===== config.mk =====
export PLATFORM = sky130hd
export DESIGN_NAME = v_pipe_query
export DESIGN_NICKNAME = d
export VERILOG_FILES = /design/src/rtl/v_pkg.sv /design/src/rtl/v_query_mux.sv /design/src/rtl/v_pipe_query.sv
export SDC_FILE = /design/constraint.sdc
export NUM_CORES = 1
export LEC_CHECK = 0
export CORE_MARGIN = 5
export CORE_UTILIZATION = 40
export CTS_BUF_LIST = sky130_fd_sc_hd__clkbuf_4 sky130_fd_sc_hd__clkbuf_8
export CTS_CLUSTER_DIAMETER = 80
export DETAILED_ROUTE_END_ITERATION = 12
export PLACE_DENSITY = 0.84
export SLEW_MARGIN = 20
export SYNTH_ARGS = -nofsm -noshare
export SYNTH_HDL_FRONTEND = slang
export SYNTH_HIERARCHICAL = 1
export SYNTH_SLANG_ARGS = --single-unit

===== constraint.sdc =====
create_clock -name clk -period 3.8 [get_ports clk]
set_input_delay 0.76 -clock clk [delete_from_list [all_inputs] [get_ports clk]]
set_output_delay 0.76 -clock clk [all_outputs]
set_load 0.03 [all_outputs]

===== src/rtl/v_pkg.sv =====
// Shared types for the query pipe: key/volume/level widths, list depth,
// query opcodes, query FSM states and the registered response bundle.
package v_pkg;

    localparam int ENTRIES_N = 8;
    localparam int KEY_W     = 16;
    localparam int VOL_W     = 16;
    // Level must also hold a count of ENTRIES_N, hence the +1.
    localparam int LEVEL_W   = $clog2(ENTRIES_N + 1);

    typedef logic [KEY_W-1:0]   key_t;
    typedef logic [VOL_W-1:0]   volume_t;
    typedef logic [LEVEL_W-1:0] level_t;

    typedef enum logic [1:0] {
        QRY_KEY   = 2'd0,
        QRY_LEVEL = 2'd1,
        QRY_DUMP  = 2'd2
    } qry_op_t;

    typedef enum logic [1:0] {
        IDLE = 2'd0,
        RSP  = 2'd1,
        DUMP = 2'd2
    } qry_state_t;

    typedef struct packed {
        logic    hit;
        key_t    key;
        volume_t volume;
        level_t  level;
        logic    last;
    } rsp_t;

endpackage


===== src/rtl/v_query_mux.sv =====
// Combinational level-indexed selector over the current list state.
// Ports: i_sel level index; i_vld/i_keys/i_volumes list state;
// o_vld/o_key/o_volume selected entry (all zero when i_sel is out of range).
module v_query_mux
    import v_pkg::*;
#(
    parameter int ENTRIES_N = v_pkg::ENTRIES_N
) (
    input  level_t                  i_sel,
    input  logic [ENTRIES_N-1:0]    i_vld,
    input  key_t [ENTRIES_N-1:0]    i_keys,
    input  volume_t [ENTRIES_N-1:0] i_volumes,
    output logic                    o_vld,
    output key_t                    o_key,
    output volume_t                 o_volume
);

    always_comb begin
        o_vld    = 1'b0;
        o_key    = '0;
        o_volume = '0;
        for (int i = 0; i < ENTRIES_N; i++) begin
            if (i_sel == level_t'(i)) begin
                o_vld    = i_vld[i];
                o_key    = i_keys[i];
                o_volume = i_volumes[i];
            end
        end
    end

endmodule


===== src/rtl/v_pipe_query.sv =====
// Query front-end for the sorted list: key lookup, level lookup and a
// multi-beat dump that stalls the update pipe while it streams.
// Ports: clk/arst; i_qry_* request with o_qry_rdy; i_stcur_* list state;
// o_upd_stall hold request to the update pipe; o_rsp_* response with i_rsp_rdy.
module v_pipe_query
    import v_pkg::*;
#(
    parameter int ENTRIES_N = v_pkg::ENTRIES_N
) (
    input  logic                    clk,
    input  logic                    arst,
    input  logic                    i_qry_vld,
    input  qry_op_t                 i_qry_op,
    input  key_t                    i_qry_key,
    input  level_t                  i_qry_level,
    output logic                    o_qry_rdy,
    input  logic [ENTRIES_N-1:0]    i_stcur_vld_r,
    input  key_t [ENTRIES_N-1:0]    i_stcur_keys_r,
    input  volume_t [ENTRIES_N-1:0] i_stcur_volumes_r,
    input  level_t                  i_stcur_count_r,
    output logic                    o_upd_stall,
    output logic                    o_rsp_vld,
    input  logic                    i_rsp_rdy,
    output logic                    o_rsp_hit,
    output key_t                    o_rsp_key,
    output volume_t                 o_rsp_volume,
    output level_t                  o_rsp_level,
    output logic                    o_rsp_last
);

    localparam level_t MAX_CNT = level_t'(ENTRIES_N);

    qry_state_t r_state;
    rsp_t       r_rsp;
    logic       r_rsp_vld;
    logic       r_upd_stall;
    level_t     r_dump_idx;
    level_t     r_dump_cnt;

    logic       w_acc;
    level_t     w_cnt;
    level_t     w_nxt_idx;
    level_t     w_sel;
    logic       w_mux_vld;
    key_t       w_mux_key;
    volume_t    w_mux_vol;
    logic       w_km_hit;
    volume_t    w_km_vol;
    level_t     w_km_lvl;
    rsp_t       w_acc_rsp;
    rsp_t       w_dump_rsp;

    assign o_qry_rdy = (r_state == IDLE) |
                       ((r_state == RSP) & i_rsp_rdy);
    assign w_acc     = i_qry_vld & o_qry_rdy;

    // Clamp so the dump index can never walk past the last entry.
    assign w_cnt     = (i_stcur_count_r > MAX_CNT) ?
                       MAX_CNT : i_stcur_count_r;
    assign w_nxt_idx = r_dump_idx + level_t'(1);

    // In DUMP the mux prefetches the next beat; otherwise it
    // serves QRY_LEVEL, and level 0 as the first dump beat.
    always_comb begin
        w_sel = '0;
        if (r_state == DUMP) begin
            w_sel = w_nxt_idx;
        end else if (i_qry_op == QRY_LEVEL) begin
            w_sel = i_qry_level;
        end
    end

    v_query_mux #(
        .ENTRIES_N (ENTRIES_N)
    ) u_mux (
        .i_sel     (w_sel),
        .i_vld     (i_stcur_vld_r),
        .i_keys    (i_stcur_keys_r),
        .i_volumes (i_stcur_volumes_r),
        .o_vld     (w_mux_vld),
        .o_key     (w_mux_key),
        .o_volume  (w_mux_vol)
    );

    // Keys are unique, so at most one valid entry matches.
    always_comb begin
        w_km_hit = 1'b0;
        w_km_vol = '0;
        w_km_lvl = '0;
        for (int i = 0; i < ENTRIES_N; i++) begin
            if (i_stcur_vld_r[i] &&
                (i_stcur_keys_r[i] == i_qry_key)) begin
                w_km_hit = 1'b1;
                w_km_vol = i_stcur_volumes_r[i];
                w_km_lvl = level_t'(i);
            end
        end
    end

    always_comb begin
        w_acc_rsp      = '0;
        w_acc_rsp.last = 1'b1;
        case (i_qry_op)
            QRY_KEY: begin
                w_acc_rsp.hit    = w_km_hit;
                w_acc_rsp.key    = i_qry_key;
                w_acc_rsp.volume = w_km_vol;
                w_acc_rsp.level  = w_km_lvl;
            end
            QRY_LEVEL: begin
                w_acc_rsp.level = i_qry_level;
                if (i_qry_level < w_cnt) begin
                    w_acc_rsp.hit    = w_mux_vld;
                    w_acc_rsp.key    = w_mux_key;
                    w_acc_rsp.volume = w_mux_vol;
                end
            end
            QRY_DUMP: begin
                if (w_cnt != '0) begin
                    w_acc_rsp.hit    = 1'b1;
                    w_acc_rsp.key    = w_mux_key;
                    w_acc_rsp.volume = w_mux_vol;
                    w_acc_rsp.last   = (w_cnt == level_t'(1));
                end
            end
            default: ;
        endcase
    end

    always_comb begin
        w_dump_rsp        = '0;
        w_dump_rsp.hit    = 1'b1;
        w_dump_rsp.key    = w_mux_key;
        w_dump_rsp.volume = w_mux_vol;
        w_dump_rsp.level  = w_nxt_idx;
        w_dump_rsp.last   =
            ((w_nxt_idx + level_t'(1)) == r_dump_cnt);
    end

    always_ff @(posedge clk or posedge arst) begin
        if (arst) begin
            r_state     <= IDLE;
            r_rsp       <= '0;
            r_rsp_vld   <= 1'b0;
            r_upd_stall <= 1'b0;
            r_dump_idx  <= '0;
            r_dump_cnt  <= '0;
        end else begin
            case (r_state)
                IDLE, RSP: begin
                    if (w_acc) begin
                        r_rsp     <= w_acc_rsp;
                        r_rsp_vld <= 1'b1;
                        if ((i_qry_op == QRY_DUMP) &&
                            (w_cnt != '0)) begin
                            r_state     <= DUMP;
                            r_upd_stall <= 1'b1;
                            r_dump_idx  <= '0;
                            r_dump_cnt  <= w_cnt;
                        end else begin
                            r_state <= RSP;
                        end
                    end else if ((r_state == RSP) &&
                                 i_rsp_rdy) begin
                        r_state   <= IDLE;
                        r_rsp_vld <= 1'b0;
                    end
                end
                DUMP: begin
                    if (i_rsp_rdy) begin
                        if (r_rsp.last) begin
                            r_state     <= IDLE;
                            r_rsp_vld   <= 1'b0;
                            r_upd_stall <= 1'b0;
                        end else begin
                            r_rsp      <= w_dump_rsp;
                            r_dump_idx <= w_nxt_idx;
                        end
                    end
                end
                default: begin
                    r_state   <= IDLE;
                    r_rsp_vld <= 1'b0;
                end
            endcase
        end
    end

    assign o_upd_stall  = r_upd_stall;
    assign o_rsp_vld    = r_rsp_vld;
    assign o_rsp_hit    = r_rsp.hit;
    assign o_rsp_key    = r_rsp.key;
    assign o_rsp_volume = r_rsp.volume;
    assign o_rsp_level  = r_rsp.level;
    assign o_rsp_last   = r_rsp.last;

endmodule


==> impl_results.rst, run 1 <==
.. list-table::
   :header-rows: 1

   * - Metric
     - Value
   * - Net count, final
     - 1836
   * - Number of maximum-capacitance constraint violations
     - 0
   * - Fill cell instance count of the final layout
     - 2106
   * - Commonest non-fill, non-tap cell in the layout
     - clkdlybuf4s50_1
   * - Global-route wire length before repair
     - 69900 um
   * - Reg-to-reg startpoint
     - r_dump_idx[0]
   * - Critical path's slowest cell
     - a2111oi_1
   * - Crit end category
     - register
   * - Residual DRC
     - 0
   * - Clock tree buffer depth
     - 2
   * - Setup crit start kind
     - primary input
   * - GP Congestion
     - 1.01
   * - Area Overhead vs Synth
     - 47.7%
   * - Vias per cell
     - 6.59
   * - Crit path capture
     - o_rsp_volume[10]
   * - Final critical delay including setup and external delays
     - 3.66 ns
   * - Clock tree from TritonCTS
     - built
   * - Number of H-tree levels
     - 2
   * - HPWL after detailed placement
     - 39100 um
   * - Overall routing resource usage
     - 34.5%
   * - Worst-margin pin slew
     - 0.721 ns
   * - Die span in y
     - 161 um
   * - Fin cells
     - 1825
   * - Outcome
     - complete, no violations
   * - I/O Buffers
     - 334
   * - Area of the mapped netlist
     - 9140 um2
   * - Synthesized instance count
     - 1193
   * - Post-place setup slack
     - -0.361 ns
   * - Max stage delay on crit path
     - 0.59 ns
   * - Placed Cells incl. Taps
     - 1815
   * - Worst relative slew slack
     - 51.9%
   * - CTS root buf
     - clkbuf_8
   * - Total power density per cell area
     - 233 nW/um2
   * - Sum of routed wire length over all layers
     - 47600 um
   * - PnR worst setup slack
     - 0.139 ns
   * - Post-synthesis sequential element count
     - 50
   * - YS warnings
     - 6
   * - Die span in x
     - 161 um
   * - Clock skew
     - 0.0186 ns
   * - Cell Rows
     - 55
   * - Highest attainable clock frequency
     - 273 MHz
   * - IO Count
     - 335
   * - Total negative setup slack
     - 0 ns
   * - Number of buffer and inverter stages on the critical path
     - 3
   * - Critical path's top delay family
     - compound AO/OA/AOI/OAI gates
   * - Final-report hold violation count
     - 0
   * - Layout cell share with drive strength beyond 1
     - 14.0%
   * - Req. time, crit path
     - 4.07 ns
   * - Endpoint of the lowest-slack register-to-register path
     - o_rsp_volume[10]
   * - Library cells used by synthesis
     - 74
   * - Maximum number of pins on one net before global-route repair
     - 36
   * - Syn_nets
     - 1492
   * - Depth of the worst register-to-register path
     - 11
   * - DIE AREA
     - 26000 um2
   * - Number of enable-type register cells in the synthesized netlist
     - 0
   * - Number of antenna violations at the first check in global routing
     - 7
   * - Setup-violating endpoint count in the final report
     - 0
   * - Average cell area after synthesis
     - 7.66 um2
   * - Most used cells in the layout excluding fill and tap cells
     - 334 x clkdlybuf4s50_1, 108 x buf_4, 91 x nand2_1
   * - Startpoint of the worst setup timing path
     - i_qry_op[0]
   * - Async set-or-reset flop fraction in the synthesized netlist
     - 100%
   * - Stages on worst setup path
     - 13
   * - Worst VDD drop
     - 194 uV
   * - Violation count after the first detailed-routing iteration
     - 1585
   * - Cell leakage power
     - 4.89 nW
   * - CP max FO
     - 21
   * - Cell Chain, Critical Path
     - clkdlybuf4s50_1 -> nor3b_1 -> buf_4 -> nand2_1 -> o21ai_4 -> buf_6 -> mux4_2 -> mux2i_1 -> nor2_1 -> a21oi_1 -> a2111oi_1 -> o211ai_1 -> o211ai_1
   * - Worst skew pair latency
     - 0.34 ns
   * - Library cell appearing most often on the critical path
     - o211ai_1
   * - Core region area
     - 22600 um2
   * - Final period utilization
     - 96.4%
   * - Register-to-register setup slack
     - 0.21 ns
   * - Detailed-route via count
     - 12024
   * - Detailed-router iteration count before antenna repair
     - 8
   * - Signal arrival time at the worst endpoint
     - 3.93 ns
   * - Unrepaired setup endpoints after global routing
     - no
   * - Clock sink count
     - 50
   * - Part of the Yosys area used for sequential elements
     - 13.7%
   * - Tightest Hold Check Type
     - register to register
   * - Max Transition Viols Final
     - 0
   * - Synth Flop Type
     - dfrtp_1
   * - Number of buffers created by CTS
     - 5
   * - Post-route antenna net violation count
     - 0
   * - Post-CTS clock slew at the launch and capture registers of the worst setup and hold paths
     - 0.12 ns
   * - CP Class
     - primary input to register
   * - Initial core utilization
     - 40.5%
   * - Final routed wire length divided by cell count
     - 26.1 um
   * - Total gr overflow
     - 0
   * - Number of global-route vias before repair
     - 11971
per-layer routing:
metal	track usage, %	vias up	routed length, um
met5	0	-	53
met3	7.55	231	5010
met4	18.1	8	3210
met1	41.0	5660	17400
met2	58.4	935	21900
li1	-	5190	-
Yosys cell counts, drive strengths merged, types with 5 or more instances:
cell | instances | share of area [%]
o22ai | 5 | 0.34
nand2b | 11 | 0.75
a22oi | 14 | 1.1
a211oi | 5 | 0.41
mux4 | 12 | 3.0
nand4 | 13 | 0.89
mux2i | 84 | 9.2
a221o | 14 | 1.5
or3b | 6 | 0.57
ha | 5 | 0.68
o21a | 23 | 1.9
nand2 | 92 | 3.8
a31oi | 17 | 1.2
nor2 | 86 | 3.5
nor4 | 27 | 1.9
o211ai | 21 | 1.7
nor3 | 33 | 1.9
buf | 44 | 3.4
nor3b | 26 | 2.1
dfrtp | 50 | 14
inv | 43 | 1.8
o221a | 26 | 3.2
xnor2 | 53 | 5.1
a221oi | 40 | 3.8
and2 | 13 | 0.89
xor2 | 82 | 7.9
o21ai | 59 | 3.2
nor4b | 20 | 1.9
o2bb2ai | 6 | 0.57
a21oi | 71 | 3.9
clkbuf | 75 | 3.1
nand3 | 19 | 1.0
o31ai | 24 | 2.9
o311a | 14 | 1.5
what timing repair did:
action	in CTS	in global routing
hold buffers	0	0
gates cloned	0	0
pin swaps	0	0
hold endpoints to repair	0	0
gates resized for setup	1	1
endpoints found under the setup margin	1	1
buffers inserted	0	0
flip-flops by register name, summed over array words and instances (netlist names):
signal / flops
o_rsp_volume: 16
o_upd_stall: 1
o_rsp_key: 16
r_dump_idx: 4
r_state: 2
o_rsp_last: 1
o_rsp_level: 4
o_rsp_hit: 1
r_dump_cnt: 4
o_rsp_vld: 1
power by group:
group	internal [mW]	leakage [nW]	switching, mW
sequential	0.634	0.630	0.0886
combinational	0.952	4.21	1.10
clock	0.151	0.0478	0.226
total	1.74	4.89	1.41
cell type report:
type	count	area, um2	share of cell area, %
diodes	2	5.00	0.0371
clock buffers	6	82.6	0.611
clock inverters	2	16.3	0.120
inverters	43	161	1.20
multi-input cells	981	7210	53.4
flip-flops and latches	50	1250	9.26
well taps	285	357	2.64
repair buffers	456	4430	32.8
worst min-delay path, cell delays in order (launching register included):
cell     delay [ns]
dfrtp_1        0.35
nor2_1         0.05
nor2_1         0.07
kinds of logic after synthesis:
kind of cell             count (synthesis)  synth area share, %
multiplexers                           100                 12.6
flip-flops                              50                 13.7
adder cells (fa/ha/maj)                  5                0.684
XOR/XNOR                               135                 12.9
buffers and inverters                  162                 8.27
AO/OA/AOI/OAI                          363                 29.8
AND/OR/NAND/NOR                        378                 22.0
per-stage QoR:
step	total power, mW	hold slack [ns]	instance area [um2]	util (%)
floorplan	1.72	0.465	9140	-
global placement	2.71	0.482	13400	59.4
detailed placement	2.73	0.489	13400	59.4
CTS	3.11	0.511	13500	59.8
global route	3.28	0.542	13500	59.8
finish	3.15	0.506	13500	59.8
worst min-delay path by stage:
| stage | start | end | slack [ns] | depth (start not counted) |
|---|---|---|---|---|
| 2_1_floorplan | r_dump_cnt[0] | r_dump_cnt[0] | 0.46 | 2 |
| 3_3_place_gp | r_dump_idx[3] | r_dump_idx[3] | 0.48 | 2 |
| 3_5_place_dp | o_rsp_key[7] | o_rsp_key[7] | 0.49 | 2 |
| 4_1_cts | o_rsp_key[7] | o_rsp_key[7] | 0.51 | 2 |
| 5_1_grt | o_rsp_key[7] | o_rsp_key[7] | 0.54 | 2 |
| 6_report | o_rsp_key[7] | o_rsp_key[7] | 0.51 | 2 |
No activity file was read; power rests on OpenSTA's default activity.
==> run 2, diff against run 1 <==
CELL_PAD_IN_SITES_DETAIL_PLACEMENT = 2   (was default)
CELL_PAD_IN_SITES_GLOBAL_PLACEMENT = 2   (was default)
CORE_UTILIZATION = 26   (was 40)
PLACE_DENSITY = 0.95   (was 0.84)
SLEW_MARGIN = default   (was 20)
==> run 2 against run 1 <==
Net effect:
- die area rose by 50%
- critical endpoint is now o_rsp_volume[1]
- global-route usage fell by 5.2 points
- clock skew fell by 0.0063 ns
- combinational power rose by 3%
- utilization fell by 21 points
- via count fell by 0.34%
- clock power rose by 5.8%
- register-to-register slack got worse by 0.02 ns
- sequential power rose by 2%
==> impl_results.rst, run 2 (synthesis results as in run 1) <==
.. list-table::
   :header-rows: 1

   * - Metric
     - Value
   * - Outcome
     - complete, no violations
   * - GR met2 Demand/Resource
     - 52.0%
   * - PnR worst setup slack
     - 0.175 ns
   * - Signal arrival time at the worst endpoint
     - 3.91 ns
   * - Total gr overflow
     - 0
   * - Clock tree buffer depth
     - 2
   * - DIE AREA
     - 39000 um2
   * - Overall routing resource usage
     - 29.3%
   * - Residual DRC
     - 0
   * - Max Transition Viols Final
     - 0
   * - Cell Rows
     - 68
   * - Final period utilization
     - 95.4%
   * - Setup-violating endpoint count in the final report
     - 0
   * - Worst relative slew slack
     - 51.1%
   * - Unrepaired setup endpoints after global routing
     - no
   * - Placed Cells incl. Taps
     - 1971
   * - Most used cells in the layout excluding fill and tap cells
     - 334 x clkdlybuf4s50_1, 96 x buf_4, 91 x nand2_1
   * - I/O Buffers
     - 334
   * - Fin cells
     - 1986
   * - Total negative setup slack
     - 0 ns
   * - Final-report hold violation count
     - 0
   * - Post-place setup slack
     - -0.192 ns
   * - Crit end category
     - register
   * - Met1 track utilization from global routing
     - 34.5%
   * - Die span in x
     - 198 um
   * - Worst skew pair latency
     - 0.36 ns
   * - Area Overhead vs Synth
     - 48.9%
   * - Worst VDD drop
     - 152 uV
   * - Detailed-route via count
     - 11983
   * - Vias per cell
     - 6.03
   * - Highest attainable clock frequency
     - 276 MHz
   * - Layout cell share with drive strength beyond 1
     - 13.3%
   * - Post-CTS clock slew at the launch and capture registers of the worst setup and hold paths
     - 0.12 ns
   * - IO Count
     - 335
   * - Layer with the highest usage
     - met2
   * - Setup crit start kind
     - primary input
   * - Req. time, crit path
     - 4.08 ns
   * - Cell leakage power
     - 4.82 nW
   * - HPWL after detailed placement
     - 49900 um
   * - Die span in y
     - 198 um
   * - Global-route wire length before repair
     - 87000 um
   * - Number of H-tree levels
     - 2
   * - Number of buffers created by CTS
     - 5
   * - Initial core utilization
     - 26.4%
   * - Maximum number of pins on one net before global-route repair
     - 46
   * - Total power density per cell area
     - 238 nW/um2
   * - Worst-margin pin slew
     - 0.733 ns
   * - Net count, final
     - 1822
   * - GP Congestion
     - 0.935
   * - Commonest non-fill, non-tap cell in the layout
     - clkdlybuf4s50_1
   * - Number of global-route vias before repair
     - 13315
   * - Number of maximum-capacitance constraint violations
     - 0
   * - Sum of routed wire length over all layers
     - 60300 um
   * - CP Class
     - primary input to register
   * - Global routing met3 resource utilization
     - 5.27%
   * - Core region area
     - 34600 um2
   * - CTS root buf
     - clkbuf_8
   * - Violation count after the first detailed-routing iteration
     - 803
   * - Final routed wire length divided by cell count
     - 30.4 um
   * - Clock skew
     - 0.0123 ns
   * - Tightest Hold Check Type
     - register to register
   * - CP max FO
     - 11
   * - Clock tree from TritonCTS
     - built
   * - Detailed-router iteration count before antenna repair
     - 5
   * - Clock sink count
     - 50
   * - Number of antenna violations at the first check in global routing
     - 11
   * - Final critical delay including setup and external delays
     - 3.62 ns
   * - Post-route antenna net violation count
     - 0
run 2: cell count changes in the layout (fill, tap and decap cells not counted), sizes merged:
cell and change:
buf -14, diode +5, clkbuf +1, clkinv +1, clkinvlp -1, inv -1
run 2: report_power, final:
part           internal [mW]  switching (mW)  leakage [nW]
sequential             0.634           0.101         0.630
combinational          0.923            1.19          4.14
clock                  0.156           0.243        0.0517
run 2: metrics by stage:
step	cell area, um2	utilization, %	hold slack, ns	total power, mW
floorplan	9140	-	0.465	1.72
global placement	13500	39.0	0.483	2.74
detailed placement	13500	39.0	0.507	2.82
CTS	13600	39.2	0.536	3.22
global route	13600	39.3	0.555	3.37
finish	13600	39.3	0.531	3.24
run 2: routing by layer:
metal / up-vias / part of all wire (%)
li1: 5160 / -
met1: 6043 / 39
met2: 606 / 49
met3: 166 / 6.8
met4: 8 / 5.2
met5: - / 0.090
run 2: final cells by class:
class                   count  area, um2
multi-input cells         981       7210
clock buffers               7       90.1
flip-flops and latches     50       1250
inverters                  43        161
repair buffers            442       4300
well taps                 455        569
fillers                  3881      21000
clock inverters             1       5.00
diodes                      7       17.5
run 2: path summary, 6_finish.rpt:
kind | start | to | slack [ns] | depth (start not counted)
max | i_qry_op[0] | o_rsp_volume[1] | 0.18 | 13
min | o_rsp_key[0] | o_rsp_key[0] | 0.53 | 2
max reg2reg | r_dump_idx[0] | o_rsp_volume[1] | 0.19 | 11
min reg2reg | o_rsp_key[0] | o_rsp_key[0] | 0.53 | 2
max in group asynchronous | arst | o_rsp_volume[8] | 2.12 | 3
min in group asynchronous | arst | o_rsp_key[3] | 0.75 | 2
run 2: what timing repair did:
action / in CTS / in global routing
gates resized for setup: 0 / 2
hold buffers: 0 / 0
setup endpoints to repair: 0 / 2
setup buffers: 0 / 0
run 2: worst max-delay path, cell delays in order:
cell and delay, ns:
clkdlybuf4s50_1 0.47, nor3b_1 0.22, buf_4 0.19, nand2_1 0.12, o21ai_4 0.16, nand2_2 0.27
nor3b_1 0.30, a221oi_1 0.09, o31ai_1 0.36, a21oi_1 0.11, a2111oi_0 0.48, o211ai_1 0.17
o211ai_1 0.19
==> run 3, diff against run 2 <==
MAX_ROUTING_LAYER = met4   (was default)
RECOVER_POWER = 50   (was default)
==> run 3 against run 2 <==
Net effect:
- the run now ends with max-capacitance violations, max-slew violations left
- via count up 1.1%
- combinational power about the same
- register-to-register slack improved by 0.02 ns
- worst hold slack worse by 0.017 ns
- worst setup slack got worse by 0.077 ns
- sequential power is 2% higher
- critical path type unchanged
- global-route usage rose by 0.85 points
- fmax is 2.1% lower
- clock skew up 0.010 ns
==> impl_results.rst, run 3 (synthesis results as in run 1) <==
.. list-table::
   :header-rows: 1

   * - Metric
     - Value
   * - Outcome
     - complete, but fails checks
   * - Failing checks
     - max-capacitance violations, max-slew violations
   * - Max Transition Viols Final
     - 27
   * - Post-place instance area
     - 13600 um2
   * - CP max FO
     - 33
   * - Number of buffers created by CTS
     - 5
   * - Vias per cell
     - 6.07
   * - Cell-internal power
     - 1.70 mW
   * - Setup crit start kind
     - primary input
   * - Layout cell share with drive strength beyond 1
     - 13.6%
   * - Worst-margin pin slew
     - 1.56 ns
   * - Depth of the worst register-to-register path
     - 12
   * - Die span in x
     - 198 um
   * - Detailed-router iteration count before antenna repair
     - 5
   * - Startpoint of the worst setup timing path
     - i_qry_op[0]
   * - Total power density per cell area
     - 237 nW/um2
   * - Hold WS
     - 0.514 ns
   * - DIE AREA
     - 39000 um2
   * - Highest attainable clock frequency
     - 270 MHz
   * - I/O Buffers
     - 334
   * - Maximum number of pins on one net before global-route repair
     - 60
   * - Critical path's slowest cell
     - clkdlybuf4s50_1
   * - Detailed-route via count
     - 12114
   * - Number of H-tree levels
     - 2
   * - Req. time, crit path
     - 4.05 ns
   * - Clock skew
     - 0.0225 ns
   * - Die span in y
     - 198 um
   * - CTS root buf
     - clkbuf_8
   * - PnR worst setup slack
     - 0.0976 ns
   * - Clock tree buffer depth
     - 2
   * - Setup-violating endpoint count in the final report
     - 0
   * - Hold wc startpoint
     - o_rsp_key[15]
   * - Share of total power in the clock network
     - 11.5%
   * - GP Congestion
     - 0.977
   * - Net count, final
     - 1830
   * - Cell leakage power
     - 4.89 nW
   * - Area Overhead vs Synth
     - 50.3%
   * - Crit end category
     - register
   * - Cell Rows
     - 68
   * - Cell Chain, Critical Path
     - clkdlybuf4s50_1 -> nor3b_1 -> buf_4 -> nand2_1 -> o21ai_4 -> buf_4 -> buf_12 -> mux4_2 -> mux2i_1 -> nor2_1 -> a21oi_1 -> a2111oi_4 -> o211ai_1 -> o211ai_1
   * - Clock sink count
     - 50
   * - Overall power consumption
     - 3.26 mW
   * - IO Count
     - 335
   * - Worst skew pair latency
     - 0.34 ns
   * - HPWL after detailed placement
     - 49700 um
   * - Net load switching power
     - 1.56 mW
   * - Post-CTS clock slew at the launch and capture registers of the worst setup and hold paths
     - 0.11 ns
   * - Overall routing resource usage
     - 30.2%
   * - Final Instance Area
     - 13700 um2
   * - Final-report hold violation count
     - 0
   * - Post-route antenna net violation count
     - 0
   * - Commonest non-fill, non-tap cell in the layout
     - clkdlybuf4s50_1
   * - Reg-to-reg startpoint
     - r_dump_idx[0]
   * - Worst relative slew slack
     - -4.42%
   * - Sw frac
     - 47.7%
   * - Share of power burned in combinational logic
     - 65.5%
   * - Placed Cells incl. Taps
     - 1975
   * - Post-place setup slack
     - -0.586 ns
   * - Final period utilization
     - 97.4%
   * - Number of maximum-capacitance constraint violations
     - 1
   * - Total gr overflow
     - 0
   * - Clock tree from TritonCTS
     - built
   * - Fin cells
     - 1996
   * - Endpoint of the lowest-slack register-to-register path
     - o_rsp_volume[1]
   * - Number of global-route vias before repair
     - 13385
   * - Worst VDD drop
     - 129 uV
   * - Number of antenna violations at the first check in global routing
     - 8
   * - Tightest Hold Check Type
     - register to register
   * - CP Class
     - primary input to register
   * - Final routed wire length divided by cell count
     - 30.8 um
   * - Sequential power share
     - 23.0%
   * - Final critical delay including setup and external delays
     - 3.70 ns
   * - Residual DRC
     - 0
   * - Core region area
     - 34600 um2
   * - Signal arrival time at the worst endpoint
     - 3.95 ns
   * - Crit path capture
     - o_rsp_volume[10]
   * - Max stage delay on crit path
     - 0.49 ns
   * - Most used cells in the layout excluding fill and tap cells
     - 314 x clkdlybuf4s50_1, 95 x buf_4, 91 x nand2_1
   * - Global-route wire length before repair
     - 86500 um
   * - Register-to-register setup slack
     - 0.21 ns
   * - Violation count after the first detailed-routing iteration
     - 846
   * - Initial core utilization
     - 26.4%
   * - Sum of routed wire length over all layers
     - 61500 um
run 3: cell types whose count changed in the layout (fill, tap and decap cells not counted), sizes merged:
cell,change
clkinv,+1
diode,+2
clkdlybuf4s50,-20
dlygate4sd3,+20
clkbuf,+3
buf,+4
run 3: worst max-delay path, delay by kind of cell:
family	cells	cell delay, ns
multiplexers	2	0.43
AO/OA/AOI/OAI	5	1.15
AND/OR/NAND/NOR	3	0.48
buffers and inverters	4	1.12
run 3: worst min-delay path by stage:
stage,to,slack [ns],cells after the start
global placement,r_dump_idx[3],0.48,2
floorplan,r_dump_cnt[0],0.46,2
detailed placement,o_rsp_key[15],0.50,2
finish,o_rsp_key[15],0.51,2
global route,o_rsp_level[3],0.55,1
CTS,o_rsp_key[15],0.52,2
run 3: power groups by stage:
stage,logic [mW],registers [mW],clock network (mW)
final,2.14,0.749,0.377
after global routing,2.23,0.758,0.396
after CTS,2.11,0.749,0.380
after detailed placement,2.09,0.755,0
after global placement,2.03,0.751,0
after floorplan,0.838,0.883,0
run 3: final cells by class:
class                           instances  area (um2)
Fill cell                            3864       20900
Clock buffer                            6        76.3
Clock inverter                          2        13.8
Timing Repair Buffer                  450        4420
Tap cell                              455         569
Multi-Input combinational cell        981        7230
Sequential cell                        50        1250
Antenna cell                            9        22.5
Inverter                               43         161
run 3: layer usage:
layer	vias up	track usage (%)	share of wire, %
met1	6059	34.7	39
li1	5181	-	-
met2	677	50.9	48
met3	197	5.03	6.9
met4	0	14.8	6.1
met5	-	-	0
run 3: per-stage QoR:
step / setup TNS (ns) / util, %
2_1_floorplan: 0 / -
3_3_place_gp: -0.573 / 39.2
3_5_place_dp: -1.04 / 39.2
4_1_cts: 0 / 39.5
5_1_grt: -0.0545 / 39.7
6_report: 0 / 39.7
run 3: what timing repair did:
action	CTS	global route
buffers inserted	0	2
hold endpoints to repair	0	0
hold buffers	0	0
pin swaps	0	2
cloned	0	2
gates resized for setup	2	5
setup endpoints to repair	1	3
